File: config.mk
export PLATFORM = sky130hd
export DESIGN_NAME = activation_pipe
export DESIGN_NICKNAME = d
export VERILOG_FILES = /design/src/rtl/activation_pipe.sv
export SDC_FILE = /design/constraint.sdc
export NUM_CORES = 1
export LEC_CHECK = 0
export ABC_CLOCK_PERIOD_IN_PS = 13900
export CAP_MARGIN = 20
export CORE_ASPECT_RATIO = 1.4
export CORE_UTILIZATION = 45
export DETAILED_ROUTE_END_ITERATION = 10
export PLACE_DENSITY = 0.66
export SLEW_MARGIN = 40
export SYNTH_ARGS = -nofsm -noshare
export SYNTH_HDL_FRONTEND = slang
export SYNTH_SLANG_ARGS = --single-unit
File: constraint.sdc
create_clock -name clk -period 13.9 [get_ports clk]
set_input_delay 2.78 -clock clk [delete_from_list [all_inputs] [get_ports clk]]
set_output_delay 2.78 -clock clk [all_outputs]
set_load 0.05 [all_outputs]
File: src/rtl/activation_pipe.sv
// Two-stage valid/ready activation pipeline: S1 registers the beat, S2 holds the
// per-lane activation result (pass, ReLU, clamped ReLU, leaky ReLU) plus a clip counter.
module activation_pipe #(
   parameter int LANES      = 4,
   parameter int DW         = 8,
   parameter int LEAK_SHIFT = 3
) (
   input  logic                  clk,
   input  logic                  rst,
   input  logic                  in_valid,
   output logic                  in_ready,
   input  logic [LANES*DW-1:0]   in_data,
   input  logic [1:0]            in_mode,
   input  logic [DW-1:0]         cap,
   output logic                  out_valid,
   input  logic                  out_ready,
   output logic [LANES*DW-1:0]   out_data,
   output logic [15:0]           clip_count
);

   localparam logic [1:0] M_PASS  = 2'b00;
   localparam logic [1:0] M_RELU  = 2'b01;
   localparam logic [1:0] M_CLAMP = 2'b10;
   localparam logic [1:0] M_LEAKY = 2'b11;

   logic                  vld_p1, vld_p2, adv_p2;
   logic [LANES*DW-1:0]   data_p1, res_p1, data_p2;
   logic [1:0]            mode_p1;
   logic signed [DW-1:0]  cap_p1, capeff_p1;
   logic [4:0]            nclip_p1;
   logic [15:0]           clip_p2;

   function automatic logic signed [DW-1:0] act_lane(input logic signed [DW-1:0] x,
                                                     input logic [1:0]           m,
                                                     input logic signed [DW-1:0] ce);
      logic signed [DW-1:0] y;
      y = x;
      case (m)
         M_PASS:  y = x;
         M_RELU:  y = (x < 0) ? {DW{1'b0}} : x;
         M_CLAMP: begin
            if (x < 0)       y = {DW{1'b0}};
            else if (x > ce) y = ce;
            else             y = x;
         end
         M_LEAKY: y = (x < 0) ? (x >>> LEAK_SHIFT) : x;
         default: y = x;
      endcase
      return y;
   endfunction

   function automatic logic [15:0] sat_add16(input logic [15:0] a, input logic [4:0] n);
      logic [16:0] s;
      s = {1'b0, a} + {12'd0, n};
      return s[16] ? 16'hFFFF : s[15:0];
   endfunction

   // A full S2 can only drain when downstream accepts; S1 follows the same condition.
   assign adv_p2   = !vld_p2 || out_ready;
   assign in_ready = !vld_p1 || adv_p2;

   // ---- stage 1 -> stage 2 boundary: activation and clip tally ----
   assign capeff_p1 = (cap_p1 < 0) ? {DW{1'b0}} : cap_p1;

   always_comb begin
      res_p1   = '0;
      nclip_p1 = '0;
      for (int i = 0; i < LANES; i++) begin
         res_p1[i*DW +: DW] = act_lane(data_p1[i*DW +: DW], mode_p1, capeff_p1);
         if (mode_p1 == M_CLAMP && $signed(data_p1[i*DW +: DW]) > capeff_p1)
            nclip_p1 = nclip_p1 + 5'd1;
      end
   end

   always_ff @(posedge clk) begin
      if (rst) begin
         vld_p1  <= 1'b0;
         vld_p2  <= 1'b0;
         clip_p2 <= '0;
      end else begin
         if (in_ready)
            vld_p1 <= in_valid;
         if (adv_p2) begin
            vld_p2 <= vld_p1;
            if (vld_p1)
               clip_p2 <= sat_add16(clip_p2, nclip_p1);
         end
      end
   end

   // ---- input -> stage 1 boundary ----
   always_ff @(posedge clk) begin
      if (in_ready && in_valid && !rst) begin
         data_p1 <= in_data;
         mode_p1 <= in_mode;
         cap_p1  <= cap;
      end
   end

   // ---- stage 2 boundary: output register, cleared so reset shows zero data ----
   always_ff @(posedge clk) begin
      if (rst)
         data_p2 <= '0;
      else if (adv_p2 && vld_p1)
         data_p2 <= res_p1;
   end

   assign out_valid  = vld_p2;
   assign out_data   = data_p2;
   assign clip_count = clip_p2;

endmodule

==> flow_metrics.tcl <==
set metrics [dict create \
    cap_violations 0 \
    power_per_cell_area_nw_per_um2 103.4 \
    start_util_pct 46.89 \
    antenna_found_initial 0 \
    area_growth_pct 26.20 \
    core-area_um2 10980 \
    grt_pass1_wl_um 21370 \
    syn_area_um2 5149 \
    clk_pin_slew_worst_paths_ns 0.06 \
    synth_top_area_share_pct 24.50 \
    drive_gt1_share_pct 5.836 \
    finalNonFillerCells 775 \
    period_minus_slack_ns 7.093 \
    r2r-end "clip_count[5]$_SDFFE_PP0P_" \
    r2r_slack_ns 8.58 \
    worstSetupPathType "in2out" \
    setup_violations 0 \
    hp-class "reg2reg" \
    drtAntennaViolNets 0 \
    overflow 0 \
    r2r_start "cap_p1[7]$_DFFE_PP_" \
    fin_ws_ns 6.807 \
    dr.pass1.iters 7 \
    syn_avg_cell_area_um2 9.395 \
    synth_cell_types 58 \
    cts-htree-levels 3 \
    rows 45 \
    drc_errors 0 \
    gp_congestion 0.8456 \
    drt-initial-drc-count 240 \
    ys_seq_area_share_pct 43.94 \
    yosysMostFrequentCell "nor2_1" \
    dp_cells 759 \
    wire_per_inst_um 16.88 \
    cts.sinks 92 \
    endpoint_kind "output port" \
    cts.hold.buffers_added 0 \
    num_io_pins 96 \
    via_per_inst 5.813 \
    critPathMaxFanout 5 \
    hold_end "out_data[12]$_SDFFE_PP0P_" \
    slew_headroom_pct 54.69 \
    setup_tns_ns 0 \
    grt_max_degree 54 \
    cts-root-buf "clkbuf_16" \
    required_ns 11.12 \
    cts_tree "built" \
    skew_ns 0.005692 \
    async_flop_share_pct 0 \
    yosys-top-cells-area "edfxtp_1, dfxtp_1, ha_1" \
    placed_area_um2 6195 \
    synth-main-ff-cell "dfxtp_1" \
    rr_worst_depth 17 \
    wl_um 13080 \
    synth_common_cells "nor2_1, dfxtp_1, o21ai_0" \
    cellLeakagePower_nw 2.454 \
    dp_worst_setup_slack_ns 6.825 \
    synth_edf_count 42 \
    whs_ns 0.4944 \
    synthCells 548 \
    worstSkewPairLatency_ns 0.34 \
    die_y_um 128.6 \
    hpwl_um 9339 \
    grt_use_total_pct 23.27 \
    whs_path_depth 2 \
    io_buffer_count 95 \
    ys_ff_latch 92 \
    max_freq_ghz 0.1410 \
    arrival_ns 4.31 \
    rsz0062_at_grt "false" \
    final_max_slew_viol_count 0 \
    antenna_cells 0 \
    hp-start "out_data[12]$_SDFFE_PP0P_" \
    num_vias 4505 \
    yosysTopAreaCell "edfxtp_1" \
    post_cts_buffers 0 \
    tightestPinTransition_ns 0.6772 \
    outcome "finished clean" \
    syn_nets 630 \
    cts_max_path_buffers 2 \
    grt_pass1_vias 4390 \
    die-area_um2 11880 \
    yosys_warnings 0 \
    irDropWorstVdd_mv 0.06413 \
    hold_viol_final 0 \
    cts_resized 0 \
    nets 711 \
    start_kind "input pin" \
    fin_crit_sh_pct 51.03 \
    cts_buffers 9 \
    fin_area_um2 6497 \
    die_w_um 92.40 \
]
-- registers in the layout, summed over array words and instances (netlist names) --
name and count:
clip_count 16, mode_p1 2, vld_p1 1, out_valid 1
out_data 32, data_p1 32, cap_p1 8
-- report_power, final --
part	switching, mW	internal, mW	leakage [nW]	total, mW
Clock	0.102	0.145	0.146	0.247
Sequential	0.0116	0.297	0.803	0.309
Combinational	0.0699	0.0464	1.50	0.116
Total	0.183	0.488	2.45	0.672
-- final cells by class --
| cell class | count | area (µm²) |
|---|---|---|
| flip-flops and latches | 92 | 2262 |
| clock buffers | 11 | 242.7 |
| multi-input cells | 395 | 2654 |
| well taps | 141 | 176.4 |
| inverters | 31 | 116.4 |
| fillers | 970 | 4482 |
| repair buffers | 100 | 985.9 |
| clock inverters | 5 | 60.06 |
-- critical path: stages --
cell and delay (ns):
clkdlybuf4s50_1 0.40, nor2b_1 0.29, nand2_1 0.13, clkdlybuf4s50_1 0.71
-- kinds of logic (layout without fill, tap and decap cells) --
kind of cell | Yosys count | after routing | share of synthesized area, %
AND/OR/NAND/NOR | 180 | 180 | 17.47
XOR/XNOR | 11 | 11 | 1.871
other | 1 | 1 | 0.07283
buffers and inverters | 61 | 147 | 4.642
adder cells (fa/ha/maj) | 36 | 36 | 8.894
multiplexers | 10 | 10 | 2.284
AO/OA/AOI/OAI | 157 | 157 | 20.83
flip-flops | 92 | 92 | 43.94
-- worst max path at each step --
stage	start	to	slack (ns)	cells after the start
after floorplan	out_ready	in_ready	7.79	2
after global placement	out_ready	in_ready	6.87	4
after detailed placement	out_ready	in_ready	6.83	4
after CTS	out_ready	in_ready	6.82	4
after global routing	out_ready	in_ready	6.70	4
final	out_ready	in_ready	6.81	4
-- through the flow --
stage	util [%]	total power, mW
global placement	56.38	0.4269
finish	59.18	0.6719
detailed placement	56.42	0.4304
floorplan	-	0.3869
global route	59.18	0.7019
CTS	59.18	0.6787
-- layer usage --
metal | global-route usage [%] | routed length [µm] | vias up
met5 | 0 | 0 | -
met4 | 11.31 | 334 | 0
met3 | 4.137 | 755 | 30
met2 | 40.52 | 6791 | 151
met1 | 27.54 | 5203 | 2149
li1 | - | - | 2175
-- cells in the final DEF (no fill, tap or decap), types with 19 or more instances in the layout --
cell type,n
edfxtp_1,42
inv_1,31
clkdlybuf4s50_1,94
o21ai_0,46
nor3_1,20
ha_1,35
nand2_1,32
nor2_1,57
nand3_1,19
dfxtp_1,50
a21oi_1,34
Power figures use the tool's default switching activity.
